## src/rtl/npu_mem_pkg.sv

```systemverilog
// Shared constants and helpers for the NPU buffer memory wrappers.
package npu_mem_pkg;

  localparam int GRANT_CNT_W = 32;

  // Index width for a round-robin pointer over n requesters (at least one bit).
  function automatic int RR_IDX_W(input int n);
    return (n < 2) ? 1 : $clog2(n);
  endfunction

endpackage

```

## src/rtl/rr_arbiter.sv

```systemverilog
// Round-robin arbiter: one-hot grant to the first request after the last
// granted index, with the pointer held when nothing is granted.
module rr_arbiter
  import npu_mem_pkg::*;
#(
  parameter int NUM_REQ = 4,
  localparam int IW = RR_IDX_W(NUM_REQ)
) (
  input  logic               clk,
  input  logic               reset,
  input  logic [NUM_REQ-1:0] req,
  output logic [NUM_REQ-1:0] grant,
  output logic [IW-1:0]      grant_idx,
  output logic               grant_any
);

  localparam logic [IW-1:0] LAST_INIT = IW'(NUM_REQ - 1);

  logic [IW-1:0] last;
  logic [IW-1:0] pos;

  // Search last+1, last+2, ... (mod NUM_REQ) for the first active request.
  always_comb begin
    grant     = '0;
    grant_idx = '0;
    grant_any = 1'b0;
    pos       = '0;
    for (int k = 1; k <= NUM_REQ; k++) begin
      pos = IW'((int'(last) + k) % NUM_REQ);
      if (!grant_any && req[pos]) begin
        grant_any  = 1'b1;
        grant_idx  = pos;
        grant[pos] = 1'b1;
      end else begin
        grant_any = grant_any;
      end
    end
  end

  // Pointer starts at NUM_REQ-1 so requester 0 wins the first arbitration.
  always_ff @(posedge clk or negedge reset) begin
    if (!reset) begin
      last <= LAST_INIT;
    end else if (grant_any) begin
      last <= grant_idx;
    end else begin
      last <= last;
    end
  end

endmodule

```

## src/rtl/ram_rd_arbiter.sv

```systemverilog
// Shares the read port of a 1R1W RAM between NUM_REQ requesters with a uniform
// 1-cycle tagged response; same-cycle writes are forwarded to colliding reads.
module ram_rd_arbiter
  import npu_mem_pkg::*;
#(
  parameter int NUM_REQ    = 4,
  parameter int DATA_WIDTH = 8,
  parameter int ADDR_WIDTH = 12,
  parameter int OUTPUT_REG = 0,
  localparam int IW = RR_IDX_W(NUM_REQ)
) (
  input  logic                          clk,
  input  logic                          reset,
  input  logic [NUM_REQ-1:0]            rd_req_valid,
  input  logic [NUM_REQ*ADDR_WIDTH-1:0] rd_req_addr,
  output logic [NUM_REQ-1:0]            rd_req_ready,
  output logic [NUM_REQ-1:0]            rd_rsp_valid,
  output logic [DATA_WIDTH-1:0]         rd_rsp_data,
  input  logic                          wr_valid,
  input  logic [ADDR_WIDTH-1:0]         wr_addr,
  input  logic [DATA_WIDTH-1:0]         wr_data,
  output logic                          ram_reset,
  output logic                          ram_read_req,
  output logic [ADDR_WIDTH-1:0]         ram_read_addr,
  input  logic [DATA_WIDTH-1:0]         ram_read_data,
  output logic                          ram_write_req,
  output logic [ADDR_WIDTH-1:0]         ram_write_addr,
  output logic [DATA_WIDTH-1:0]         ram_write_data,
  output logic [GRANT_CNT_W-1:0]        grant_count
);

  logic [NUM_REQ-1:0]    grant;
  logic [IW-1:0]         grant_idx;
  logic                  grant_any;
  logic [ADDR_WIDTH-1:0] sel_addr;
  logic                  collide;

  logic                  rsp_v;
  logic [IW-1:0]         rsp_idx;
  logic                  fwd;
  logic [DATA_WIDTH-1:0] fwd_data;
  logic [DATA_WIDTH-1:0] cap_data;

  rr_arbiter #(.NUM_REQ(NUM_REQ)) u_rr (
    .clk       (clk),
    .reset     (reset),
    .req       (rd_req_valid),
    .grant     (grant),
    .grant_idx (grant_idx),
    .grant_any (grant_any)
  );

  assign rd_req_ready   = grant;
  assign ram_reset      = ~reset;
  assign ram_read_req   = grant_any;
  assign ram_read_addr  = sel_addr;
  assign ram_write_req  = wr_valid;
  assign ram_write_addr = wr_addr;
  assign ram_write_data = wr_data;
  assign collide        = grant_any && wr_valid && (wr_addr == sel_addr);

  // Address of the granted requester; zero when idle.
  always_comb begin
    sel_addr = '0;
    for (int i = 0; i < NUM_REQ; i++) begin
      if (grant[i]) begin
        sel_addr = rd_req_addr[i*ADDR_WIDTH +: ADDR_WIDTH];
      end else begin
        sel_addr = sel_addr;
      end
    end
  end

  // Response tag, forwarding capture and grant counter; all hold while idle so
  // the response data mux keeps presenting the last response.
  always_ff @(posedge clk or negedge reset) begin
    if (!reset) begin
      rsp_v       <= 1'b0;
      rsp_idx     <= '0;
      fwd         <= 1'b0;
      fwd_data    <= '0;
      grant_count <= '0;
    end else if (grant_any) begin
      rsp_v       <= 1'b1;
      rsp_idx     <= grant_idx;
      fwd         <= collide;
      fwd_data    <= collide ? wr_data : fwd_data;
      grant_count <= grant_count + GRANT_CNT_W'(1);
    end else begin
      rsp_v       <= 1'b0;
      rsp_idx     <= rsp_idx;
      fwd         <= fwd;
      fwd_data    <= fwd_data;
      grant_count <= grant_count;
    end
  end

  // A combinational-read RAM needs its data captured to align with the response cycle.
  if (OUTPUT_REG == 0) begin : g_cap
    always_ff @(posedge clk or negedge reset) begin
      if (!reset) begin
        cap_data <= '0;
      end else if (grant_any) begin
        cap_data <= ram_read_data;
      end else begin
        cap_data <= cap_data;
      end
    end
  end else begin : g_nocap
    assign cap_data = '0;
  end

  // One-hot response strobe decoded from the registered tag.
  always_comb begin
    rd_rsp_valid = '0;
    for (int i = 0; i < NUM_REQ; i++) begin
      rd_rsp_valid[i] = rsp_v && (rsp_idx == IW'(i));
    end
  end

  // Response data source: forwarded write, registered RAM output, or captured read.
  always_comb begin
    rd_rsp_data = cap_data;
    if (fwd) begin
      rd_rsp_data = fwd_data;
    end else if (OUTPUT_REG != 0) begin
      rd_rsp_data = ram_read_data;
    end else begin
      rd_rsp_data = cap_data;
    end
  end

endmodule

```

## config.mk

```make
export PLATFORM = sky130hd
export DESIGN_NAME = ram_rd_arbiter
export DESIGN_NICKNAME = d
export VERILOG_FILES = /design/src/rtl/npu_mem_pkg.sv /design/src/rtl/rr_arbiter.sv /design/src/rtl/ram_rd_arbiter.sv
export SDC_FILE = /design/constraint.sdc
export NUM_CORES = 1
export LEC_CHECK = 0
export CORE_MARGIN = 5
export CORE_UTILIZATION = 30
export CTS_CLUSTER_DIAMETER = 80
export DETAILED_ROUTE_END_ITERATION = 6
export GPL_TIMING_DRIVEN = 0
export HOLD_SLACK_MARGIN = 0.12
export PLACE_DENSITY = 0.59
export SYNTH_ARGS = -nofsm -noshare
export SYNTH_HDL_FRONTEND = slang
export SYNTH_SLANG_ARGS = --single-unit
```

## constraint.sdc

```tcl
create_clock -name clk -period 7.46 [get_ports clk]
set_input_delay 1.119 -clock clk [delete_from_list [all_inputs] [get_ports clk]]
set_output_delay 1.119 -clock clk [all_outputs]
set_load 0.03 [all_outputs]
```

==> impl_metrics.ini, run 1 <==
[clocking]
path_clk_slew_ps = 70
cts_root_buffer = clkbuf_16
clk_latency_ps = 280
h-tree-depth = 2
post-cts-setup-buffers = 0
post_cts_resized = 0
cts_tree = yes
clk_path_buf_depth = 2
numCtsBuffers = 5
ctsHoldBuffers = 0
numClockSinks = 54

[setup_path]
crit_path_max_fanout = 10
critical_path_class = flip-flop to output pin
worstPathArrival_ps = 5860
critPathSlowestCell = a2111oi_0
cp_common_cell = buf_2
cp.required_ps = 6340
crit_chain = buf_2 > buf_1 > buf_1 > inv_1 > ha_1 > buf_2 > mux2i_1 > o22ai_1 > a2111oi_0 > o2bb2ai_2 > and2_0 > buf_2 > a22o_1 > o21ai_0 > nand2_1 > clkdlybuf4s50_1
critPathLaunchType = flip-flop
cp-end-kind = output pin
slowest_delay_ps = 720

[routing]
drc = 0
firstDrtPassIters = 5
drt_iter0_drc = 250
drt-wirelength-per-cell_um = 16.90
wl_um = 13380
viasPerCell = 4.956
ant_nets = 0
vias = 3925

[synth]
synth-seq-area-share = 0.3446
synth_area_per_cell_um2 = 8.789
ys_seq_elements = 54
ys.flop_type = dfrtp_1
netlist_area_um2 = 3929
ys_types = 60
synth_edf_count = 0
ys_warn_count = 0
netlist_instances = 447
syn_nets = 539
async_flop_share = 1.000

[layout]
num_antenna_cells = 0
final_layout_size_suffix_gt1_frac = 0.1161
fin_cells = 792
finalNetCount = 712
fin_util = 0.4700
fillers = 1287
area_growth_pct = 52.20

[pwr]
p_clk_frac = 0.099
powerDensity_nw_per_um2 = 444.3
p_seq_frac = 0.149
swShare = 0.5091
leakagePower_nw = 2.519
p_sw_mw = 1.352
p_int_mw = 1.304
vdd_drop_max_uv = 146.6
pwr-share-comb = 0.752

[floorplanning]
die_h_um = 124.4
dieArea_um2 = 15480
rows = 41
coreArea_um2 = 12720
die_x_um = 124.4
ios = 166
start_util = 0.3088

[min_path]
min_path_type = flip-flop to flip-flop

[timing]
skew_ps = 6.059
fmax_mhz = 143.2
tightest_slew_ps = 742.0
relSlewSlack = 0.4925
setup_viol = 0
hold_ws_ps = 464.4
maxSlewViolCount = 0
finalCritPeriodShare = 0.9360
setup_tns_ps = 0
rsz0062_at_grt = false
finalWorstPathRequiredPeriod_ps = 6982
setup_ws_ps = 477.7
finalHoldViolCount = 0

[global_route]
grt_max_degree = 37
antenna_found_initial = 0
gr-total-overflow = 0
grt_pass1_wl_um = 21760
gr-usage-all-layers = 0.1672
grt_pass1_vias = 4044

[placement]
place_congestion = 0.9075
dp_hpwl_um = 10650
dpl.cell_count = 785
io_buffer_count = 165
dp_worst_setup_slack_ps = 815.2

[outcome]
status = finished, final reports clean

[job]
maxCapViolCount = 0
-- sequential cells by signal, summed over array words and instances (netlist names) --
name,cells
cap_data,8
fwd,1
fwd_data,8
grant_count,32
rsp_idx,2
rsp_v,1
u_rr.last,2
-- path summary, 6_finish.rpt --
kind | startpoint | endpoint | slack [ps] | depth (start not counted)
max in group asynchronous | reset | u_rr.last[1]$_DFFE_PN1N_ | 6050 | 2
min reg2reg | cap_data[2]$_DFFE_PN0N_ | cap_data[2]$_DFFE_PN0N_ | 460 | 2
max reg2reg | u_rr.last[0]$_DFFE_PN1N_ | fwd_data[4]$_DFFE_PN0P_ | 850 | 18
max | u_rr.last[0]$_DFFE_PN1N_ | ram_read_addr[5] | 480 | 16
min | cap_data[2]$_DFFE_PN0N_ | cap_data[2]$_DFFE_PN0N_ | 460 | 2
min in group asynchronous | reset | grant_count[27]$_DFFE_PN0N_ | 790 | 1
-- worst max-delay path, delay by kind of cell, from the launching register on --
| family | cells | cell delay, ps |
|---|---|---|
| adder cells (fa/ha/maj) | 1 | 330 |
| buffers and inverters | 7 | 2260 |
| multiplexers | 1 | 430 |
| flip-flops | 1 | 570 |
| AO/OA/AOI/OAI | 5 | 1620 |
| AND/OR/NAND/NOR | 2 | 350 |
-- per-layer routing --
| layer | wire length (um) | track usage |
|---|---|---|
| met1 | 5765 | 0.2032 |
| met2 | 6260 | 0.2872 |
| met3 | 1242 | 0.06003 |
| met4 | 112 | 0.03030 |
| met5 | 0 | 0 |
-- synth_stat cells (all sizes together) (3+ instances only) --
library cell  number  area [um^2]
a2111oi            5        50.04
a211oi             7        52.55
a21o               3        22.52
a21oi              6        30.03
a221oi             7        61.31
a2bb2oi            3        45.04
a311o              3        30.03
a31oi              4        25.02
and2               3        18.77
and3              15        93.84
buf               32        207.7
clkbuf             8        30.03
dfrtp             52         1301
ha                 9        112.6
inv               20        75.07
mux2              19        214.0
mux2i              8        80.08
nand2             68        255.2
nand2b             5        31.28
nand3             19        95.09
nand4              7        43.79
nor2              29        108.9
nor2b              5        31.28
nor3               9        45.04
nor4               3        33.78
o21ai             12        60.06
o22ai             11        68.82
xnor2             34        297.8
xor2               6        52.55
-- cells by family (layout without fill, tap and decap cells) --
| kind of cell | after synthesis | after routing | synth area share |
|---|---|---|---|
| muxes | 28 | 28 | 0.08057 |
| and+or+nand+nor | 174 | 174 | 0.2162 |
| DFF | 54 | 54 | 0.3446 |
| AOI/OAI and AO/OA | 81 | 81 | 0.1602 |
| xor gates and xnor gates | 40 | 40 | 0.08917 |
| buffers and inverters | 61 | 234 | 0.08057 |
| adders and majority gates | 9 | 9 | 0.02866 |
-- power groups by stage --
stage	clock [mW]	sequential (mW)	combinational (mW)
floorplan	0	0.429	1.26
global placement	0	0.398	1.98
detailed placement	0	0.401	1.99
CTS	0.274	0.396	2.00
global route	0.283	0.404	2.14
finish	0.263	0.395	2.00
-- through the flow --
| stage | total power [mW] | instance area [um^2] |
|---|---|---|
| 6_report | 2.657 | 5979 |
| 3_5_place_dp | 2.395 | 5811 |
| 4_1_cts | 2.671 | 5979 |
| 5_1_grt | 2.827 | 5979 |
| 2_1_floorplan | 1.692 | 3929 |
| 3_3_place_gp | 2.379 | 5796 |
-- area by class of cell --
class | instances | area, um^2 | share of cell area
Sequential cell | 54 | 1354 | 0.2264
Tap cell | 172 | 215.2 | 0.03599
Timing Repair Buffer | 166 | 1667 | 0.2787
Inverter | 21 | 78.83 | 0.01318
Buffer | 40 | 237.7 | 0.03976
Clock buffer | 6 | 138.9 | 0.02323
Clock inverter | 1 | 30.03 | 0.005022
Multi-Input combinational cell | 332 | 2258 | 0.3777
-- cells in the final DEF (no fill, tap or decap), types with 15 or more instances in the layout --
| master | instances |
|---|---|
| and3_1 | 15 |
| buf_4 | 21 |
| clkdlybuf4s50_1 | 164 |
| dfrtp_1 | 52 |
| inv_1 | 17 |
| mux2_2 | 19 |
| nand2_1 | 68 |
| nand3_1 | 19 |
| nor2_1 | 29 |
| xnor2_1 | 34 |
Note: power is estimated with default switching activity, not from simulation.
==> run 2, diff against run 1 <==
Clock period 7.46 ns to 7.27 ns, I/O delays scaled along.
==> run 2 against run 1 <==
Compared with the run above:
- core utilization is 0.15 points higher
- final cell count did not move
- sequential cell count stayed put
- combinational power is 3% higher
- clock power up 3%
- via count about the same
- critical path type unchanged
- critical endpoint is now ram_read_addr[1]
- largest power group unchanged
- highest routed layer unchanged
==> impl_metrics.ini, run 2 (same netlist as run 1, synthesis figures left out) <==
[outcome]
status = finished, final reports clean

[clocking]
cts_root_buffer = clkbuf_16
h-tree-depth = 2
cts_tree = yes
path_clk_slew_ps = 70
clk_latency_ps = 280
numClockSinks = 54
numCtsBuffers = 5
post-cts-setup-buffers = 0
clk_path_buf_depth = 2

[timing]
setup_viol = 0
setup_ws_ps = 406.7
fmax_mhz = 145.7
finalHoldViolCount = 0
finalWorstPathRequiredPeriod_ps = 6863
maxSlewViolCount = 0
skew_ps = 5.527
relSlewSlack = 0.5434
finalCritPeriodShare = 0.9441
rsz0062_at_grt = false
tightest_slew_ps = 667.6
setup_tns_ps = 0

[setup_path]
r2r_start = u_rr.last[0]$_DFFE_PN1N_
critical_path_class = flip-flop to output pin
reg2reg_depth = 18
crit_path_max_fanout = 10
r2r-end = fwd_data[4]$_DFFE_PN0P_
worstSetupStartpoint = u_rr.last[0]$_DFFE_PN1N_
crit_end = ram_read_addr[1]
critPathLaunchType = flip-flop
cp-end-kind = output pin
worstPathArrival_ps = 5770
cp.required_ps = 6180
reg2reg_slack_ps = 840

[global_route]
grt_max_degree = 37
gr-usage-all-layers = 0.1672
gr-total-overflow = 0
grt_pass1_wl_um = 21760
grt_pass1_vias = 4044
antenna_found_initial = 0

[routing]
wl_um = 13380
firstDrtPassIters = 4
vias = 3924
drt_iter0_drc = 200
drt-wirelength-per-cell_um = 16.90
drc = 0
ant_nets = 0
viasPerCell = 4.955

[layout]
area_growth_pct = 52.68
reg_top3 = grant_count (32), cap_data (8), fwd_data (8)
final_common_cell = clkdlybuf4s50_1
num_antenna_cells = 0
final_layout_size_suffix_gt1_frac = 0.1194
largest_register_ffs = 32
fillers = 1288
top_register = grant_count
finalNetCount = 712
final_cell_mix = clkdlybuf4s50_1, nand2_1, dfrtp_1, xnor2_1, nor2_1

[pwr]
leakagePower_nw = 2.520
vdd_drop_max_uv = 150.2
powerDensity_nw_per_um2 = 457.1

[placement]
io_buffer_count = 165
dp_worst_setup_slack_ps = 653.7
dp_hpwl_um = 10650
place_congestion = 0.9075

[floorplanning]
die_h_um = 124.4
ios = 166
die_x_um = 124.4
coreArea_um2 = 12720
rows = 41
dieArea_um2 = 15480
start_util = 0.3088

[job]
maxCapViolCount = 0

[min_path]
worstHoldStart = cap_data[1]$_DFFE_PN0N_
min_path_type = flip-flop to flip-flop
[run 2: cell counts in the layout (fill, tap and decap cells not counted)]
No cell type changed its count.
[run 2: worst min-delay path by stage]
stage,depth (start not counted),endpoint
6_report,2,cap_data[1]$_DFFE_PN0N_
5_1_grt,2,cap_data[0]$_DFFE_PN0N_
4_1_cts,2,cap_data[5]$_DFFE_PN0N_
3_5_place_dp,2,cap_data[5]$_DFFE_PN0N_
3_3_place_gp,2,cap_data[6]$_DFFE_PN0N_
2_1_floorplan,2,cap_data[0]$_DFFE_PN0N_
[run 2: area by class of cell]
class                      instances  area, um^2  share of cell area
inverter                          21       78.83             0.01314
sequential                        54        1354              0.2257
clock buffer                       6       138.9             0.02315
multi-input combinational        332        2277              0.3796
clock inverter                     1       30.03            0.005006
timing repair buffer             166        1667              0.2778
tap                              172       215.2             0.03588
buffer                            40       237.7             0.03963
[run 2: metrics by stage]
stage                     utilization  instance area, um^2  hold slack [ps]  std cells  total power, mW
after floorplan                     -                 3929            434.8        447            1.736
after global placement         0.4555                 5796            448.6        784            2.441
after detailed placement       0.4567                 5811            454.8        785            2.458
after CTS                      0.4700                 5979            471.8        792            2.741
after global routing           0.4715                 5998            488.5        792            2.921
final                          0.4715                 5998            463.7        792            2.742
[run 2: what timing repair did]
item / CTS / global route
setup endpoints to repair: 0 / 8
hold buffers: 0 / 0
gates resized for setup: 0 / 3
[run 2: critical path, stage by stage (launching register included)]
cell	delay (ps)
dfstp_2	570
buf_2	220
buf_1	370
buf_1	400
inv_1	250
ha_1	330
buf_2	240
mux4_2	440
a31o_2	250
a221oi_1	300
a2bb2oi_2	320
buf_2	310
buf_1	360
nor2_1	70
a31oi_1	200
nand2_1	90
nand2_1	90
clkdlybuf4s50_1	670
[run 2: report_power, final]
part | internal (mW) | switching, mW | leakage, nW
clock | 0.170 | 0.0999 | 0.0829
combinational | 0.828 | 1.24 | 1.73
sequential | 0.355 | 0.0500 | 0.705
total | 1.35 | 1.39 | 2.52
[run 2: metal layers]
metal  vias to the layer above  part of all wire  global-route usage
li1                       1924                 -                   -
met1                      1816              0.43              0.2032
met2                       173              0.47              0.2872
met3                        11             0.094             0.06003
met4                         0            0.0087             0.03030
met5                         -                 0                   0
==> run 3, diff against run 2 <==
Settings changed: CORE_UTILIZATION 30 to 42, PLACE_DENSITY 0.59 to 0.81, SYNTH_HIERARCHICAL set to 1.
==> run 3 against run 2 <==
Compared with the run above:
- global-route usage grew 3.3 points
- count of clock-buffer cells in the layout stayed put
- routed wire length decreased by 21%
- via count is 17% lower
- non-clock buffer count decreased by 4
- highest routed layer unchanged
- largest cell class is now buffers
- critical endpoint is now ram_read_addr[6]
- final area is 11% lower
- register-to-register slack better by 1300 ps
- critical path depth shrank 6
==> impl_metrics.ini, run 3 <==
[setup_path]
worstPathArrival_ps = 4580
cp-end-kind = output pin
reg2reg_depth = 17
cp.required_ps = 6180
crit_path_max_fanout = 10
path_buf_inv = 5
critical-path-top-delay-family = buffers and inverters
critPathSlowestCell = clkdlybuf4s50_1
crit_chain = clkdlybuf4s50_1 > clkbuf_1 > nor3b_1 > o211ai_1 > nand3_1 > a221o_2 > inv_1 > clkbuf_1 > o22ai_1 > nor2_1 > clkdlybuf4s50_1
critical_path_class = input pin to output pin
r2r_start = u_rr/last[0]$_DFFE_PN1P_
critPathLaunchType = input pin
reg2reg_slack_ps = 2130
slowest_delay_ps = 720
r2r-end = fwd_data[3]$_DFFE_PN0P_

[clocking]
post_cts_resized = 0
cts_root_buffer = clkbuf_8
ctsHoldBuffers = 0
clk_path_buf_depth = 2
clk_latency_ps = 300
h-tree-depth = 2
post-cts-setup-buffers = 0
cts_tree = yes
numCtsBuffers = 5
numClockSinks = 54
path_clk_slew_ps = 90

[pwr]
swShare = 0.4992
powerDensity_nw_per_um2 = 419.6
leakagePower_nw = 2.292
pwr-share-comb = 0.748
vdd_drop_max_uv = 179.4
p_sw_mw = 1.117
p_seq_frac = 0.180
p_int_mw = 1.120
p_clk_frac = 0.072

[floorplanning]
rows = 33
die_x_um = 100.8
dieArea_um2 = 10170
start_util = 0.4259
die_h_um = 100.8
ios = 166
coreArea_um2 = 8134

[layout]
final_cell_mix = clkdlybuf4s50_1, dfrtp_1, nor2_1, nand2_1, mux2_2
fillers = 681
seq_area_um2 = 1354
final_common_cell = clkdlybuf4s50_1
fin_util = 0.6554
largest_register_ffs = 32
area_growth_pct = 53.88
multiInputGateArea_um2 = 1815
top_register = grant_count
reg_top3 = grant_count (32), cap_data (8), fwd_data (8)
finalNetCount = 616
final_layout_size_suffix_gt1_frac = 0.1562

[routing]
wl_um = 10610
drc = 0
drt_iter0_drc = 106
drt-wirelength-per-cell_um = 16.81
viasPerCell = 5.166
ant_nets = 0
firstDrtPassIters = 5
vias = 3260

[placement]
dp_worst_setup_slack_ps = 1646
io_buffer_count = 163
place_congestion = 0.9449
dp_hpwl_um = 8670

[global_route]
antenna_found_initial = 1
grt_max_degree = 43
gr-usage-all-layers = 0.1998
gr-total-overflow = 0
grt_pass1_wl_um = 16200
grt_pass1_vias = 3253

[timing]
setup_viol = 0
finalCritPeriodShare = 0.7797
relSlewSlack = 0.4630
finalHoldViolCount = 0
rsz0062_at_grt = false
maxSlewViolCount = 0
tightest_slew_ps = 799.4
setup_tns_ps = 0
fmax_mhz = 176.4
finalWorstPathRequiredPeriod_ps = 5668
skew_ps = 11.28
setup_ws_ps = 1602

[synth]
ys_seq_elements = 54
ys.flop_type = dfrtp_1
async_flop_share = 1.000
syn_nets = 445
synth_area_per_cell_um2 = 9.815
netlist_area_um2 = 3465
yosys.area.top_type = dfrtp_1
ys_warn_count = 6
synth_most_common_cell = dfrtp_1
synth_common_cells = dfrtp_1, nand2_1, nor2_1
netlist_instances = 353
yosys-top-cells-area = dfrtp_1, mux2_2, xnor2_1, buf_4, a221oi_1
synthDominantCellAreaShare = 0.3756
ys_types = 44
synth-seq-area-share = 0.3908
synth_edf_count = 0

[job]
maxCapViolCount = 0

[min_path]
worstHoldStart = grant_count[31]$_DFFE_PN0P_
holdPathStages = 1
min_to = grant_count[31]$_DFFE_PN0P_
min_path_type = flip-flop to flip-flop

[outcome]
status = finished, final reports clean
[run 3: cell types whose count changed after synthesis, moves of 6 or more]
cell      before  now
mux2i_1        8    0
mux2_2        19   27
or3_1          0    6
xnor2_1       34   24
nand3_1       19   10
nand2_1       68   30
inv_1         17   11
a221oi_1       7   13
xor2_1         6   13
nor3_1         9    1
a211oi_1       7    0
[run 3: routing by layer]
| metal | GRT usage | vias to the layer above | routed length [um] |
|---|---|---|---|
| met4 | 0.04767 | 0 | 164 |
| li1 | - | 1585 | - |
| met3 | 0.04637 | 15 | 875 |
| met1 | 0.2252 | 1540 | 4017 |
| met5 | 0 | - | 0 |
| met2 | 0.3767 | 120 | 5549 |
[run 3: worst max path at each step]
stage                               start                      end  slack (ps)  depth (start not counted)
final                     rd_req_valid[3]         ram_read_addr[6]        1600                         11
after detailed placement  rd_req_valid[3]         ram_read_addr[6]        1650                         11
after CTS                 rd_req_valid[3]         ram_read_addr[6]        1640                         11
after global placement    rd_req_valid[3]         ram_read_addr[6]        1670                         11
after floorplan           rd_req_valid[1]  fwd_data[0]$_DFFE_PN0P_        2350                         14
after global routing      rd_req_valid[3]         ram_read_addr[6]        1420                         11
[run 3: kinds of logic (layout without fill, tap and decap cells)]
kind of cell / count (synthesis) / in the layout / share of synthesized area
simple gates: 114 / 114 / 0.1672
compound gates: 61 / 61 / 0.1300
flops: 54 / 54 / 0.3908
buf+inv: 49 / 221 / 0.08523
xor+xnor: 37 / 37 / 0.09354
mux: 29 / 29 / 0.1008
fa+ha+maj: 9 / 9 / 0.03250
other cells: 0 / 1 / 0
[run 3: area by class of cell]
class                           instances  area share
Buffer                                 38     0.04764
Inverter                               11    0.007745
Multi-Input combinational cell        250      0.3405
Sequential cell                        54      0.2539
Clock buffer                            6     0.01361
Tap cell                              105     0.02464
Timing Repair Buffer                  164      0.3088
Clock inverter                          2    0.002582
Antenna cell                            1   0.0004694
[run 3: metrics by stage]
step / cells / hold WS [ps] / total power, mW / area, um^2
after global placement: 621 / 458.0 / 2.062 / 5228
after detailed placement: 622 / 470.1 / 2.083 / 5243
after global routing: 631 / 497.2 / 2.389 / 5331
final: 631 / 476.3 / 2.237 / 5331
after CTS: 630 / 483.3 / 2.249 / 5329
after floorplan: 353 / 475.0 / 1.488 / 3465
[run 3: power by group through the flow]
| stage | Combinational, mW | Sequential (mW) | Clock [mW] |
|---|---|---|---|
| global route | 1.80 | 0.410 | 0.177 |
| finish | 1.67 | 0.403 | 0.161 |
| CTS | 1.68 | 0.403 | 0.166 |
| detailed placement | 1.67 | 0.409 | 0 |
| floorplan | 1.05 | 0.437 | 0 |
| global placement | 1.66 | 0.406 | 0 |
